<file path="config.mk">
export PLATFORM = sky130hd
export DESIGN_NAME = vcm_focus_sweep
export DESIGN_NICKNAME = d
export VERILOG_FILES = /design/src/rtl/vcm_focus_pkg.sv /design/src/rtl/vcm_focus_metric.sv /design/src/rtl/vcm_focus_sweep.sv
export SDC_FILE = /design/constraint.sdc
export NUM_CORES = 1
export LEC_CHECK = 0
export CORE_MARGIN = 4
export CORE_UTILIZATION = 35
export CTS_CLUSTER_SIZE = 8
export DETAILED_ROUTE_END_ITERATION = 10
export HOLD_SLACK_MARGIN = 0.03
export SLEW_MARGIN = 20
export SYNTH_ARGS = -nofsm -noshare
export SYNTH_HDL_FRONTEND = slang
export SYNTH_SLANG_ARGS = --single-unit
export TNS_END_PERCENT = 20
</file>
<file path="constraint.sdc">
create_clock -name VIDEO_CLK -period 6.2 [get_ports VIDEO_CLK]
set_input_delay 0.93 -clock VIDEO_CLK [delete_from_list [all_inputs] [get_ports VIDEO_CLK]]
set_output_delay 0.93 -clock VIDEO_CLK [all_outputs]
set_load 0.01 [all_outputs]
</file>
<file path="src/rtl/vcm_focus_pkg.sv">
// Shared types and constants for the contrast-detect autofocus controller.
package vcm_focus_pkg;

    typedef enum logic [2:0] {IDLE, WRITE, SETTLE, MEAS, PARK, DONE} state_t;
    typedef enum logic {COARSE, FINE} pass_t;

    localparam logic [7:0] LUMA_R = 8'd77;
    localparam logic [7:0] LUMA_G = 8'd150;
    localparam logic [7:0] LUMA_B = 8'd29;

    localparam logic [1:0] VCM_PAD_HI = 2'b00;
    localparam logic [3:0] VCM_PAD_LO = 4'b1111;

    function automatic logic [15:0] vcm_frame(input logic [9:0] step);
        return {VCM_PAD_HI, step, VCM_PAD_LO};
    endfunction

endpackage

</file>
<file path="src/rtl/vcm_focus_metric.sv">
// Per-frame focus metric: luma, |Y(n)-Y(n-2)| edge detect and a saturating
// count of ROI pixels whose edge exceeds the threshold, latched at each frame start.
module vcm_focus_metric
    import vcm_focus_pkg::*;
#(
    parameter int PIX_W = 8,
    parameter int SUM_W = 24
) (
    input  logic             clk,
    input  logic             rst,
    input  logic [PIX_W-1:0] r,
    input  logic [PIX_W-1:0] g,
    input  logic [PIX_W-1:0] b,
    input  logic             vs,
    input  logic             activ,
    input  logic [PIX_W-1:0] th,
    output logic [SUM_W-1:0] focus_sum,
    output logic             frame_tick
);

    localparam int YW = PIX_W + 8;
    localparam logic [SUM_W-1:0] SUM_MAX = {SUM_W{1'b1}};

    logic [YW-1:0]    y_full;
    logic [PIX_W-1:0] y_cur, y_h1, y_h2, dy;
    logic             activ_d1, activ_d2, vs_q, vs_rise;
    logic [SUM_W-1:0] acc;

    assign y_full  = YW'(r) * YW'(LUMA_R) + YW'(g) * YW'(LUMA_G) + YW'(b) * YW'(LUMA_B);
    assign vs_rise = vs & ~vs_q;

    // frame_tick trails the VS edge by one cycle so consumers see the new focus_sum
    always_ff @(posedge clk or posedge rst) begin
        if (rst) begin
            y_cur      <= '0;
            y_h1       <= '0;
            y_h2       <= '0;
            dy         <= '0;
            activ_d1   <= 1'b0;
            activ_d2   <= 1'b0;
            vs_q       <= 1'b0;
            acc        <= '0;
            focus_sum  <= '0;
            frame_tick <= 1'b0;
        end else begin
            y_cur      <= y_full[YW-1:8];
            y_h1       <= y_cur;
            y_h2       <= y_h1;
            activ_d1   <= activ;
            dy         <= (y_cur > y_h2) ? (y_cur - y_h2) : (y_h2 - y_cur);
            activ_d2   <= activ_d1;
            vs_q       <= vs;
            frame_tick <= vs_rise;
            if (vs_rise) begin
                focus_sum <= acc;
                acc       <= '0;
            end else if (activ_d2 && (dy > th) && (acc != SUM_MAX)) begin
                acc <= acc + 1'b1;
            end
        end
    end

endmodule

</file>
<file path="src/rtl/vcm_focus_sweep.sv">
// Autofocus controller: coarse then fine VCM lens sweep driven by the per-frame
// focus metric, with a req/ack handshake to the VCM writer.
module vcm_focus_sweep
    import vcm_focus_pkg::*;
#(
    parameter int PIX_W      = 8,
    parameter int SUM_W      = 24,
    parameter int STEP_MIN   = 0,
    parameter int STEP_MAX   = 1020,
    parameter int COARSE_INC = 32,
    parameter int FINE_INC   = 4,
    parameter int SETTLE_FR  = 1
) (
    input  logic             VIDEO_CLK,
    input  logic             RESET,
    input  logic [PIX_W-1:0] iR,
    input  logic [PIX_W-1:0] iG,
    input  logic [PIX_W-1:0] iB,
    input  logic             VS,
    input  logic             ACTIV,
    input  logic             AUTO_FOC,
    input  logic [PIX_W-1:0] iTH,
    output logic             VCM_REQ,
    input  logic             VCM_ACK,
    output logic [15:0]      VCM_DATA,
    output logic [9:0]       STEP,
    output logic [9:0]       PEAK_STEP,
    output logic [SUM_W-1:0] FOCUS_SUM,
    output logic             VCM_END
);

    localparam logic [9:0]  MIN10  = 10'(STEP_MIN);
    localparam logic [10:0] MIN11  = 11'(STEP_MIN);
    localparam logic [10:0] MAX11  = 11'(STEP_MAX);
    localparam logic [10:0] INC_C  = 11'(COARSE_INC);
    localparam logic [10:0] INC_F  = 11'(FINE_INC);
    localparam logic [10:0] BACK11 = 11'(COARSE_INC - FINE_INC);
    localparam logic [7:0]  SET8   = 8'(SETTLE_FR);

    state_t           state, state_n;
    pass_t            pass, pass_n;
    logic [9:0]       step_n, peak_step_n, fine_end, fine_end_n, best_step, fine_start, fine_stop;
    logic [SUM_W-1:0] peak, peak_n;
    logic [7:0]       settle_cnt, settle_n;
    logic             req_n, end_n, better, frame_tick;
    logic [10:0]      best11, step_up_c, step_up_f;

    vcm_focus_metric #(.PIX_W(PIX_W), .SUM_W(SUM_W)) u_metric (
        .clk        (VIDEO_CLK),
        .rst        (RESET),
        .r          (iR),
        .g          (iG),
        .b          (iB),
        .vs         (VS),
        .activ      (ACTIV),
        .th         (iTH),
        .focus_sum  (FOCUS_SUM),
        .frame_tick (frame_tick)
    );

    // Ties keep the earlier step, so only a strictly larger sum wins
    assign better     = FOCUS_SUM > peak;
    assign best_step  = better ? STEP : PEAK_STEP;
    assign best11     = {1'b0, best_step};
    assign step_up_c  = {1'b0, STEP} + INC_C;
    assign step_up_f  = {1'b0, STEP} + INC_F;
    assign fine_start = (best11 < MIN11 + BACK11) ? MIN10 : 10'(best11 - BACK11);
    assign fine_stop  = (best11 + BACK11 > MAX11) ? MAX11[9:0] : 10'(best11 + BACK11);
    assign VCM_DATA   = vcm_frame(STEP);

    always_comb begin
        state_n     = state;
        pass_n      = pass;
        step_n      = STEP;
        peak_n      = peak;
        peak_step_n = PEAK_STEP;
        fine_end_n  = fine_end;
        settle_n    = settle_cnt;
        req_n       = VCM_REQ;
        end_n       = VCM_END;
        if (!AUTO_FOC) begin
            state_n = IDLE;
            req_n   = 1'b0;
            end_n   = 1'b0;
            peak_n  = '0;
        end else begin
            unique case (state)
                // PEAK_STEP restarts too, so a featureless scene parks at STEP_MIN
                IDLE: begin
                    step_n      = MIN10;
                    peak_step_n = MIN10;
                    peak_n      = '0;
                    pass_n      = COARSE;
                    req_n       = 1'b1;
                    state_n     = WRITE;
                end
                WRITE: begin
                    if (VCM_ACK) begin
                        req_n    = 1'b0;
                        settle_n = SET8;
                        state_n  = (SETTLE_FR == 0) ? MEAS : SETTLE;
                    end
                end
                SETTLE: begin
                    if (frame_tick) begin
                        if (settle_cnt <= 8'd1) begin
                            settle_n = '0;
                            state_n  = MEAS;
                        end else begin
                            settle_n = settle_cnt - 8'd1;
                        end
                    end
                end
                MEAS: begin
                    if (frame_tick) begin
                        if (better) begin
                            peak_n      = FOCUS_SUM;
                            peak_step_n = STEP;
                        end
                        req_n   = 1'b1;
                        state_n = WRITE;
                        if (pass == COARSE) begin
                            if (step_up_c > MAX11) begin
                                pass_n     = FINE;
                                step_n     = fine_start;
                                fine_end_n = fine_stop;
                            end else begin
                                step_n = step_up_c[9:0];
                            end
                        end else if (step_up_f > {1'b0, fine_end}) begin
                            step_n  = best_step;
                            state_n = PARK;
                        end else begin
                            step_n = step_up_f[9:0];
                        end
                    end
                end
                PARK: begin
                    if (VCM_ACK) begin
                        req_n   = 1'b0;
                        end_n   = 1'b1;
                        state_n = DONE;
                    end
                end
                DONE: begin
                    state_n = DONE;
                end
                default: state_n = IDLE;
            endcase
        end
    end

    always_ff @(posedge VIDEO_CLK or posedge RESET) begin
        if (RESET) begin
            state      <= IDLE;
            pass       <= COARSE;
            STEP       <= MIN10;
            PEAK_STEP  <= MIN10;
            peak       <= '0;
            fine_end   <= MIN10;
            settle_cnt <= '0;
            VCM_REQ    <= 1'b0;
            VCM_END    <= 1'b0;
        end else begin
            state      <= state_n;
            pass       <= pass_n;
            STEP       <= step_n;
            PEAK_STEP  <= peak_step_n;
            peak       <= peak_n;
            fine_end   <= fine_end_n;
            settle_cnt <= settle_n;
            VCM_REQ    <= req_n;
            VCM_END    <= end_n;
        end
    end

endmodule
</file>
---- After elaboration in Yosys (flattened, before gate mapping) ----
Index checks and enable logic that the tools add are counted.
word-level totals
  register bits ........................... 152
  bits of input ports ..................... 38
  output and inout port bits .............. 62
  logic and storage cells ................. 118
cells by class
  add/sub/neg operators ................... 10
  multiply operators ...................... 3
  $lt $le $gt $ge ......................... 8
  eq/ne operators ......................... 20
  muxes and demuxes ....................... 41
  bitwise gates (word level) .............. 3
  reductions and logical operators ........ 14
operator list
  kind                   number
  $mux 24                5
  $mux 10                8
  $pmux 24 s2            1
  $pmux 10 s2            2
  $mux 8                 4
  $mul 8x7->15 const B   2
  $add 24x1->24 const B  1
  $gt 24x24->1           1
  $mux 3                 8
  $ne 24x24->1 const B   1
  $gt 11x10->1 const B   2
  $pmux 3 s6             1
  $add 15x16->16         1
  $add 16x13->16         1
  $gt 8x8->1             2
  $pmux 8 s2             1
  $sub 8x8->8            2
  $mul 8x5->13 const B   1
  $ne 3x3->1 const B     4
  $add 10x3->11 const B  1
  $add 10x5->11 const B  1
  $add 10x6->11 const B  1
  $gt 11x10->1           1
  $lt 10x5->1 const B    1
  other kinds (24)       46

---- Longest topological paths before layout ----
Gate-level depths: netlist of run 1.
  depth after elaboration ................. 8
  mapped depth ............................ 24
  depth with buffers taken out ............ 24

---- Modules after synthesis ----
A second synthesis of run 1 with hierarchy kept.
unflattened totals
  cell total of the unflattened synthesis .. 1308
  area, all modules ....................... 12136.6 um2
by module, submodules not included
  module            times used  cells an instance  area each (um2)
  vcm_focus_metric  1           724                7105.6
  vcm_focus_sweep   1           584                5031.1

---- Worst setup path after synthesis of run 1 ----
Ideal clock, no wire load.
  path type ............................... input port to flip-flop
  start ................................... in iG[4]
  end ..................................... reg u_metric.y_cur[5]
  arrival time ............................ 6.184 ns
  data required time ...................... 6.077 ns
  slack ................................... -0.106 ns
  stages on the path ...................... 21
  cells stage by stage .................... ha_1 > ha_1 > inv_1 > fa_1 > fa_1 > inv_1 > ha_1 > xnor2_1 > fa_1 > fa_1 > inv_1 > fa_1 > inv_1 > fa_1 > ha_1 > nand3_1 > a211oi_1 > nor3_1 > o21bai_1 > a21oi_1 > xnor2_1
between the ends
  word-level cells in the longest chain between the ends .. 3
ends and longest elaborated chain
  element                        line                    text
  start, declared                vcm_focus_sweep.sv:17   input logic [PIX_W-1:0] iG,
  $mul 8x7->15                   vcm_focus_metric.sv:29  assign y_full = YW'(r) * YW'(LUMA_R) + YW'(g) * YW'(LUMA_G) + YW'(b) * YW'(LUMA_B);
  $add 15x16->16                 vcm_focus_metric.sv:29
  $add 16x13->16                 vcm_focus_metric.sv:29
  named net u_metric.y_full[13]  vcm_focus_metric.sv:24  logic [YW-1:0] y_full;
  end signal, assigned           vcm_focus_metric.sv:46  y_cur <= y_full[YW-1:8];
  end, declared                  vcm_focus_metric.sv:25  logic [PIX_W-1:0] y_cur, y_h1, y_h2, dy;
The timed path passes the listed nets, and every way through them passes these cells.
A chain may end at the register's enable or synchronous reset.

---- Worst setup path in the final report of run 1 ----
  start ................................... in iG[5]
  end ..................................... reg u_metric.y_cur[4]
Same word-level chain as after synthesis.

==> impl_metrics.csv, run 1 <==
group,metric,value,unit
timing,fin_setup_tns,0,ps
timing,holdWs,351,ps
routing,vias,9079,
timing,fin_crit_sh,96.4,%
routing,ant_nets,0,
synth,synthesis.area,0.0121,mm2
routing,vias_per_cell,5.04,
timing,setup_viol,0,
floorplan,dieArea,0.0376,mm2
worst_setup_path,worstPathArrival,6330,ps
worst_setup_path,regToRegSetupSlack,1680,ps
floorplan,die_x,194,um
timing,worst_pin_slew,1000,ps
routing,first_pass_iters,5,
cts,cts_max_path_buffers,2,
layout,fill_cells,3232,
layout,syn2layout_area_growth,19.8,%
power,vdd_drop_max,0.000627,V
layout,drive_gt1_share,12.9,%
worst_setup_path,worstSetupEndpointType,"flop",
synth,synth_top_family_by_area,"adder cells",
power,power.leakage,6.89,nW
timing,finalCriticalPeriod,5970,ps
routing,drc,0,
floorplan,start_util,35.8,%
synth,synth-xor-area-share,4.85,%
layout,final_nets,1585,
layout,design_area,0.0145,mm2
global_routing,grt_max_degree,112,
floorplan,core,0.0338,mm2
worst_setup_path,cp_max_fo,3,
global_routing,antenna_found_initial,0,
routing,drt-total-wl,27700,um
cts,numCtsBuffers,17,
cts,htree_levels,4,
timing,slew_viol_final,0,
global_routing,globalRouteTotalUtil,14.7,%
floorplan,row_count,67,
routing,drtIter0Drc,541,
synth,synth-simple-area-share,13.0,%
timing,setup_slack,226,ps
synth,synth_edf_count,0,
synth,synth.area.top_cells,"dfrtp_1 (31%), ha_1 (16%), fa_1 (9.4%), inv_1 (5.2%), nor2_1 (2.9%)",
synth,synthAdderAreaFrac,24.9,%
timing,clock_skew,8.62,ps
placement,dp_slack,-699,ps
synth,synthTopCellsByCount,"inv_1 (168), dfrtp_1 (152), ha_1 (150), nor2_1 (94), nand2_1 (68)",
min_path,hp-class,"reg -> reg",
global_routing,grt_use_met1,19.9,%
cts,cts_root_buffer,"clkbuf_16",
global_routing,grt_use_met2,25.2,%
job,drv_cap,0,
min_path,min-delay-start,"u_metric.y_h1[7]",
synth,synthArstFlopShare,100,%
global_routing,grt_busiest_layer,"met2",
timing,slew_headroom,33.2,%
cts,cts.clk_slew.worst_paths,70,ps
floorplan,pin_count,100,
synth,avgSynthCellArea,9.83,um2
timing,hold_viol,0,
global_routing,grt_pass1_wl,46500,um
placement,postPlaceCellArea,0.0137,mm2
synth,synthDistinctLibCells,91,
floorplan,chipHeight,194,um
cts,cts_tree,"done",
worst_setup_path,critPathLaunchType,"input port",
outcome,status,"finished clean",
synth,synth_seq_area_share,31.4,%
routing,wire_per_inst,15.4,um
worst_setup_path,r2r-start,"u_metric.focus_sum[15]",
timing,fmax,167,MHz
cts,cts.sinks,152,
synth,synth_warnings,0,
cts,cts_hold_buf,0,
layout,antenna_cells,0,
global_routing,grt.overflow.total,0,
synth,synth-seq-cells,152,
worst_setup_path,startpoint,"iG[5]",
synth,synth-compound-area-share,13.3,%
synth,synth.area.mux_share,4.45,%
synth,synth.most_common_cell,"inv_1",
layout,fin_cells,1801,
global_routing,grt_pass1_vias,9204,
worst_setup_path,critical_path_class,"in -> reg",
cts,clock_latency,430,ps
placement,port_buffers,93,
synth,syn_inst,1231,
synth,netlist.area_leader.share,31.4,%
synth,synth-main-ff-cell,"dfrtp_1",
placement,place.gp.congestion,0.883,
placement,dp.cells,1766,
placement,dp.final_hpwl,21200,um
global_routing,grtUsageMet3,2.43,%
synth,yosysTopAreaCell,"dfrtp_1",
worst_setup_path,required,6550,ps
power,powerDensity,464,mW/mm2
[worst paths after layout]
path,cells past startpoint,to
max in group asynchronous,3,u_metric.acc[16]
max,25,u_metric.y_cur[4]
min in group asynchronous,2,u_metric.y_cur[3]
min,0,u_metric.y_h2[7]
max reg2reg,16,fine_end[1]
min reg2reg,0,u_metric.y_h2[7]
[layout by cell type, fill, tap and decap left out, types with 9 or more instances in the layout]
cell type	instances
mux2i_1	22
nor2b_1	9
and2_1	10
ha_4	12
a22o_1	29
clkbuf_16	17
nor2_1	93
nand3_1	20
ha_1	138
nor3_1	20
clkdlybuf4s50_1	86
inv_1	162
o21a_1	14
xor2_1	30
a21oi_1	34
fa_1	55
nand4_1	21
buf_4	45
dfrtp_1	152
mux2_2	26
nand2_1	68
a21o_1	9
o21ai_0	33
and3_1	16
xnor2_1	35
a31oi_1	9
[what timing repair did]
action / CTS / global route
resized for setup: 14 / 34
pin swaps: 14 / 29
setup buffers: 1 / 2
endpoints found under the setup margin: 5 / 7
[worst max-delay path, cell delays in order]
cell and delay [ps]:
clkdlybuf4s15_1 220, ha_4 300, ha_4 200, ha_4 250, inv_1 40, fa_1 500
inv_2 50, ha_4 220, nor2b_2 150, o21a_1 200, nor2_2 90, xnor2_1 80
ha_1 290, inv_2 40, fa_1 540, fa_2 450, fa_1 500, inv_2 50
ha_4 280, nand3_4 80, a211oi_4 330, nor3_4 70, o21bai_1 190, buf_4 140
xor2_1 140
[through the flow]
stage / utilization, % / total power, mW
after floorplan: - / 4.05
final: 42.9 / 6.72
after global routing: 42.9 / 7.38
after CTS: 42.4 / 6.52
after global placement: 40.5 / 5.14
after detailed placement: 40.5 / 5.26
[layout make-up]
cell class / count / area (um2) / share of cell area [%]
inverters: 169 / 642 / 4.43
multi-input cells: 862 / 7640 / 52.7
well taps: 448 / 561 / 3.87
repair buffers: 138 / 1260 / 8.70
clock inverters: 14 / 154 / 1.06
flip-flops and latches: 152 / 3800 / 26.2
clock buffers: 18 / 439 / 3.03
[power breakdown]
part / internal, mW / switching [mW]
logic: 2.17 / 2.22
registers: 1.19 / 0.112
clock network: 0.582 / 0.457
[cell families (layout without fill, tap and decap cells)]
logic type / after synthesis / after routing
AOI/OAI and AO/OA: 221 / 221
xor gates and xnor gates: 67 / 67
adders and majority gates: 207 / 207
buffers and inverters: 221 / 339
DFF: 152 / 152
muxes: 50 / 50
other: 2 / 6
and+or+nand+nor: 311 / 311
[state kept, by name, summed over array words and instances (netlist names)]
| register | count |
|---|---|
| PEAK_STEP | 10 |
| settle_cnt | 8 |
| u_metric.focus_sum | 24 |
| peak | 24 |
| u_metric.activ_d2 | 1 |
| u_metric.activ_d1 | 1 |
| fine_end | 10 |
| u_metric.dy | 8 |
| u_metric.acc | 24 |
| VCM_END | 1 |
| u_metric.y_h2 | 8 |
| state | 3 |
| pass | 1 |
| u_metric.frame_tick | 1 |
| u_metric.y_h1 | 8 |
| VCM_REQ | 1 |
| u_metric.y_cur | 8 |
| u_metric.vs_q | 1 |
| STEP | 10 |
[layer usage]
metal / part of all wire (%) / vias to the layer above
met5: 0 / -
met4: 0.73 / 0
met3: 3.9 / 13
met2: 49 / 179
met1: 46 / 4451
li1: - / 4436
Note: power is estimated with default switching activity, not from simulation.
==> run 2: changes to the inputs <==
- CELL_PAD_IN_SITES_DETAIL_PLACEMENT: not set -> 0
- CELL_PAD_IN_SITES_GLOBAL_PLACEMENT: not set -> 1
- PLACE_DENSITY_LB_ADDON: not set -> 0.1
==> impl_metrics.csv, run 2 (synthesis results as in run 1) <==
group,metric,value,unit
outcome,status,"finished clean",
cts,cts.sinks,152,
worst_setup_path,worstSetupEndpointType,"flop",
floorplan,dieArea,0.0376,mm2
worst_setup_path,r2r-end,"fine_end[0]",
timing,fin_setup_tns,0,ps
timing,fin_crit_sh,96.9,%
global_routing,antenna_found_initial,0,
layout,antenna_cells,0,
worst_setup_path,rr_worst_depth,14,
power,power.leakage,6.93,nW
cts,cts_root_buffer,"clkbuf_16",
job,drv_cap,0,
global_routing,grt_max_degree,63,
layout,final_common_cell,"inv_1",
global_routing,grt.overflow.total,0,
power,vdd_drop_max,0.000482,V
min_path,min-delay-start,"u_metric.y_h1[4]",
global_routing,globalRouteTotalUtil,16.2,%
worst_setup_path,cp_slowest_cell,"fa_1",
timing,finalCriticalPeriod,6010,ps
layout,fin_util,43.1,%
layout,top_regs,"peak (24), u_metric.acc (24), u_metric.focus_sum (24)",
placement,dp.cells,1772,
min_path,whs_path_depth,0,
routing,drt-total-wl,30300,um
power,total_power,6.82,mW
routing,first_pass_iters,5,
placement,dp_slack,-791,ps
floorplan,row_count,67,
cts,clock_latency,440,ps
floorplan,pin_count,100,
layout,syn2layout_area_growth,20.3,%
worst_setup_path,required,6540,ps
timing,clock_skew,10.9,ps
placement,port_buffers,93,
global_routing,grt_pass1_wl,49800,um
timing,fmax,166,MHz
power,powerDensity,468,mW/mm2
layout,seqCellArea,0.00380,mm2
worst_setup_path,worst_path_dominant_cell_family,"adder cells",
cts,htree_levels,4,
routing,vias,8923,
worst_setup_path,cp_max_fo,4,
worst_setup_path,worstPathCellList,"dlygate4sd2_1, ha_1, ha_1, fa_1, ha_4, inv_1, buf_4, xnor2_2, fa_1, inv_1, ha_1, fa_1, fa_1, ha_1, or2_2, a21oi_2, a21oi_1, and2_1, o21a_1, nor3_1, nor3_1, buf_4",
cts,numCtsBuffers,17,
worst_setup_path,regToRegSetupSlack,2010,ps
placement,place.gp.congestion,0.828,
floorplan,start_util,35.8,%
cts,cts_max_path_buffers,2,
layout,final_cell_mix,"inv_1 (162), dfrtp_1 (152), ha_1 (138)",
global_routing,grt_pass1_vias,9165,
worst_setup_path,critPathLaunchType,"input port",
worst_setup_path,critical_path_cell_count,22,
layout,final_nets,1590,
cts,cts.clk_slew.worst_paths,70,ps
timing,setup_viol,0,
cts,cts_tree,"done",
timing,slew_headroom,29.0,%
min_path,hp-class,"reg -> reg",
routing,drtIter0Drc,451,
timing,hold_viol,0,
layout,multi_input_area,0.00763,mm2
layout,drive_gt1_share,13.4,%
timing,worst_pin_slew,1060,ps
worst_setup_path,critPathBufInv,5,
worst_setup_path,cpPeakStageDelay,510,ps
layout,fill_cells,3353,
floorplan,die_x,194,um
worst_setup_path,worstPathArrival,6340,ps
timing,slew_viol_final,0,
routing,wire_per_inst,16.8,um
floorplan,chipHeight,194,um
routing,ant_nets,0,
placement,dp.final_hpwl,23300,um
layout,fin_cells,1806,
worst_setup_path,critical_path_class,"in -> reg",
routing,vias_per_cell,4.94,
timing,setup_slack,193,ps
routing,drc,0,
min_path,whs_endpoint,"u_metric.y_h2[4]",
cts,cts_hold_buf,0,
worst_setup_path,r2r-start,"u_metric.focus_sum[23]",
floorplan,core,0.0338,mm2
[run 2: changes by cell type in the layout (fill, tap and decap cells not counted), sizes merged]
cell           delta
clkdlybuf4s15     -1
bufinv            +2
clkinvlp          +1
buf               +6
inv               -3
dlygate4sd2       +1
dlymetal6s2s      -1
[run 2: metal layers]
metal	track usage, %	wire (um)
met1	22.5	14500
met2	27.3	14700
met4	2.79	203
met5	0	0
met3	2.75	800
[run 2: final cells by class]
type | instances | area share (%)
Clock inverter | 14 | 1.27
Timing Repair Buffer | 143 | 8.91
Sequential cell | 152 | 26.1
Inverter | 169 | 4.39
Tap cell | 448 | 3.85
Multi-Input combinational cell | 862 | 52.4
Clock buffer | 18 | 3.02
[run 2: worst max-delay path by stage]
stage | start | endpoint | slack (ps)
detailed placement | iG[4] | u_metric.y_cur[4] | -790
floorplan | iG[4] | u_metric.y_cur[5] | 8
finish | iG[2] | u_metric.y_cur[2] | 190
global placement | iG[4] | u_metric.y_cur[5] | -770
CTS | iG[1] | u_metric.y_cur[2] | 60
global route | iG[2] | u_metric.y_cur[4] | -10
[run 2: worst register-to-register path, delay by kind of cell, from the launching register on]
family / cells / cell delay [ps]
AOI/OAI and AO/OA: 5 / 890
xor gates and xnor gates: 1 / 170
adders and majority gates: 2 / 890
DFF: 1 / 450
muxes: 2 / 580
and+or+nand+nor: 4 / 1090
[run 2: where the power goes]
group	switching (mW)	leakage (nW)	total [mW]	internal (mW)
combinational	2.23	4.63	4.39	2.16
sequential	0.122	2.00	1.31	1.19
clock	0.466	0.296	1.12	0.654
[run 2: what timing repair did]
item | in CTS | in global routing
setup buffers | 1 | 1
endpoints found under the setup margin | 7 | 5
gates resized for setup | 23 | 28
pin swaps | 21 | 26
[run 2: stage by stage]
step                hold WS, ps  area (um2)
finish                      348       14600
global route                354       14600
CTS                         350       14400
detailed placement          336       13700
global placement            332       13700
floorplan                   331       12200
==> run 3: changes to the inputs <==
- CELL_PAD_IN_SITES_DETAIL_PLACEMENT: 0 -> 1
- CELL_PAD_IN_SITES_GLOBAL_PLACEMENT: 1 -> 2
- CTS_CLUSTER_DIAMETER: not set -> 60
- RECOVER_POWER: not set -> 50
==> impl_metrics.csv, run 3 (synthesis results as in run 1) <==
group,metric,value,unit
outcome,status,"complete, but fails checks",
outcome,violations,"capacitance limit, slew limit",
layout,drive_gt1_share,13.2,%
routing,drc,0,
routing,vias,9139,
floorplan,die_x,194,um
min_path,hp-class,"reg -> reg",
layout,final_nets,1587,
worst_setup_path,critPathLaunchType,"input port",
floorplan,start_util,35.8,%
worst_setup_path,cpPeakStageDelay,540,ps
placement,port_buffers,93,
floorplan,core,0.0338,mm2
floorplan,dieArea,0.0376,mm2
worst_setup_path,worstPathArrival,6310,ps
worst_setup_path,worstPathCellList,"buf_6, ha_4, ha_4, inv_2, fa_1, fa_1, inv_2, ha_4, o21a_1, nor2_2, xnor2_2, ha_1, inv_2, fa_1, fa_2, fa_1, inv_2, ha_4, nand3_4, a211oi_4, nor3_2, o21bai_1, a21oi_1, xnor2_1",
placement,dp.cells,1767,
layout,final_common_cell,"inv_1",
power,total_power,6.95,mW
timing,fin_crit_sh,96.5,%
global_routing,grt_pass1_wl,53400,um
routing,vias_per_cell,5.07,
global_routing,globalRouteTotalUtil,17.4,%
timing,hold_viol,0,
worst_setup_path,worst_path_dominant_cell_family,"adder cells",
timing,finalCriticalPeriod,5990,ps
cts,clock_latency,440,ps
layout,fin_cells,1803,
timing,holdWs,353,ps
worst_setup_path,worstSetupEndpointType,"flop",
cts,cts_root_buffer,"clkbuf_16",
timing,worst_pin_slew,2840,ps
placement,dp.final_hpwl,24800,um
layout,syn2layout_area_growth,20.1,%
timing,fmax,167,MHz
placement,dp_slack,-841,ps
worst_setup_path,critical_path_class,"in -> reg",
cts,cts_max_path_buffers,2,
timing,setup_slack,214,ps
job,drv_cap,3,
timing,rsz0062_at_grt,"no",
routing,wire_per_inst,18.0,um
global_routing,grt_max_degree,103,
global_routing,grt_pass1_vias,9774,
cts,cts.sinks,152,
cts,cts_tree,"done",
layout,top_regs,"peak (24), u_metric.acc (24), u_metric.focus_sum (24)",
power,power.leakage,6.90,nW
worst_setup_path,critPathBufInv,5,
timing,slew_viol_final,156,
routing,first_pass_iters,5,
timing,slew_headroom,-89.1,%
routing,drt-total-wl,32400,um
worst_setup_path,cp_max_fo,3,
floorplan,row_count,67,
routing,drtIter0Drc,351,
floorplan,chipHeight,194,um
timing,clock_skew,10.8,ps
power,powerDensity,478,mW/mm2
layout,antenna_cells,0,
global_routing,antenna_found_initial,0,
placement,place.gp.congestion,0.821,
worst_setup_path,required,6520,ps
global_routing,grt.overflow.total,0,
routing,ant_nets,0,
cts,numCtsBuffers,17,
power,vdd_drop_max,0.000466,V
worst_setup_path,cp_slowest_cell,"fa_1",
timing,fin_setup_tns,0,ps
timing,setup_viol,0,
layout,final_cell_mix,"inv_1 (162), dfrtp_1 (152), ha_1 (137)",
cts,cts_hold_buf,0,
floorplan,pin_count,100,
cts,cts.clk_slew.worst_paths,70,ps
cts,htree_levels,4,
run 3: cell count changes in the layout (fill, tap and decap cells not counted), sizes merged:
cell           previous run  this run
buf                      51        45
clkdlybuf4s50            86        81
dlygate4sd3               0         5
clkbuf                   21        23
clkinv                    3         4
run 3: cell type report:
| cell class | count | area, um2 |
|---|---|---|
| Sequential cell | 152 | 3800 |
| Multi-Input combinational cell | 862 | 7650 |
| Clock inverter | 15 | 190 |
| Fill cell | 3785 | 19300 |
| Clock buffer | 17 | 425 |
| Timing Repair Buffer | 140 | 1260 |
| Inverter | 169 | 636 |
| Tap cell | 448 | 561 |
run 3: what timing repair did:
action / 4_1_cts / 5_1_grt
hold endpoints to repair: 0 / 0
pin swaps: 22 / 26
setup endpoints to repair: 7 / 7
gates resized for setup: 14 / 38
setup buffers: 2 / 1
cloned: 0 / 0
run 3: path summary, 6_finish.rpt:
kind	from	end	slack, ps	cells past startpoint
max	iG[4]	u_metric.y_cur[5]	210	24
min	u_metric.y_h1[1]	u_metric.y_h2[1]	350	0
max reg2reg	u_metric.focus_sum[19]	fine_end[0]	1980	15
min reg2reg	u_metric.y_h1[1]	u_metric.y_h2[1]	350	0
max in group asynchronous	RESET	fine_end[7]	1100	3
min in group asynchronous	RESET	u_metric.activ_d2	1610	2
run 3: metal layers:
metal / track usage [%] / up-vias / wire length, um
met5: 0 / - / 0
met4: 3.44 / 0 / 278
met3: 2.57 / 24 / 721
met2: 29.5 / 93 / 15900
met1: 24.0 / 4586 / 15500
li1: - / 4436 / -
run 3: metrics by stage:
step / utilization (%) / cell area (um2)
4_1_cts: 42.5 / 14400
6_report: 43.0 / 14500
3_5_place_dp: 40.5 / 13700
2_1_floorplan: - / 12200
5_1_grt: 43.0 / 14500
3_3_place_gp: 40.5 / 13700
run 3: worst register-to-register path: cells and delay by family, from the launching register on:
| family | cells | cell delay, ps |
|---|---|---|
| xor+xnor | 1 | 170 |
| compound gates | 8 | 1650 |
| fa+ha+maj | 2 | 860 |
| flops | 1 | 410 |
| mux | 2 | 580 |
| simple gates | 2 | 430 |
run 3: report_power, final:
group	switching [mW]	internal [mW]	total, mW
sequential	0.125	1.19	1.31
combinational	2.31	2.20	4.51
clock	0.476	0.644	1.12
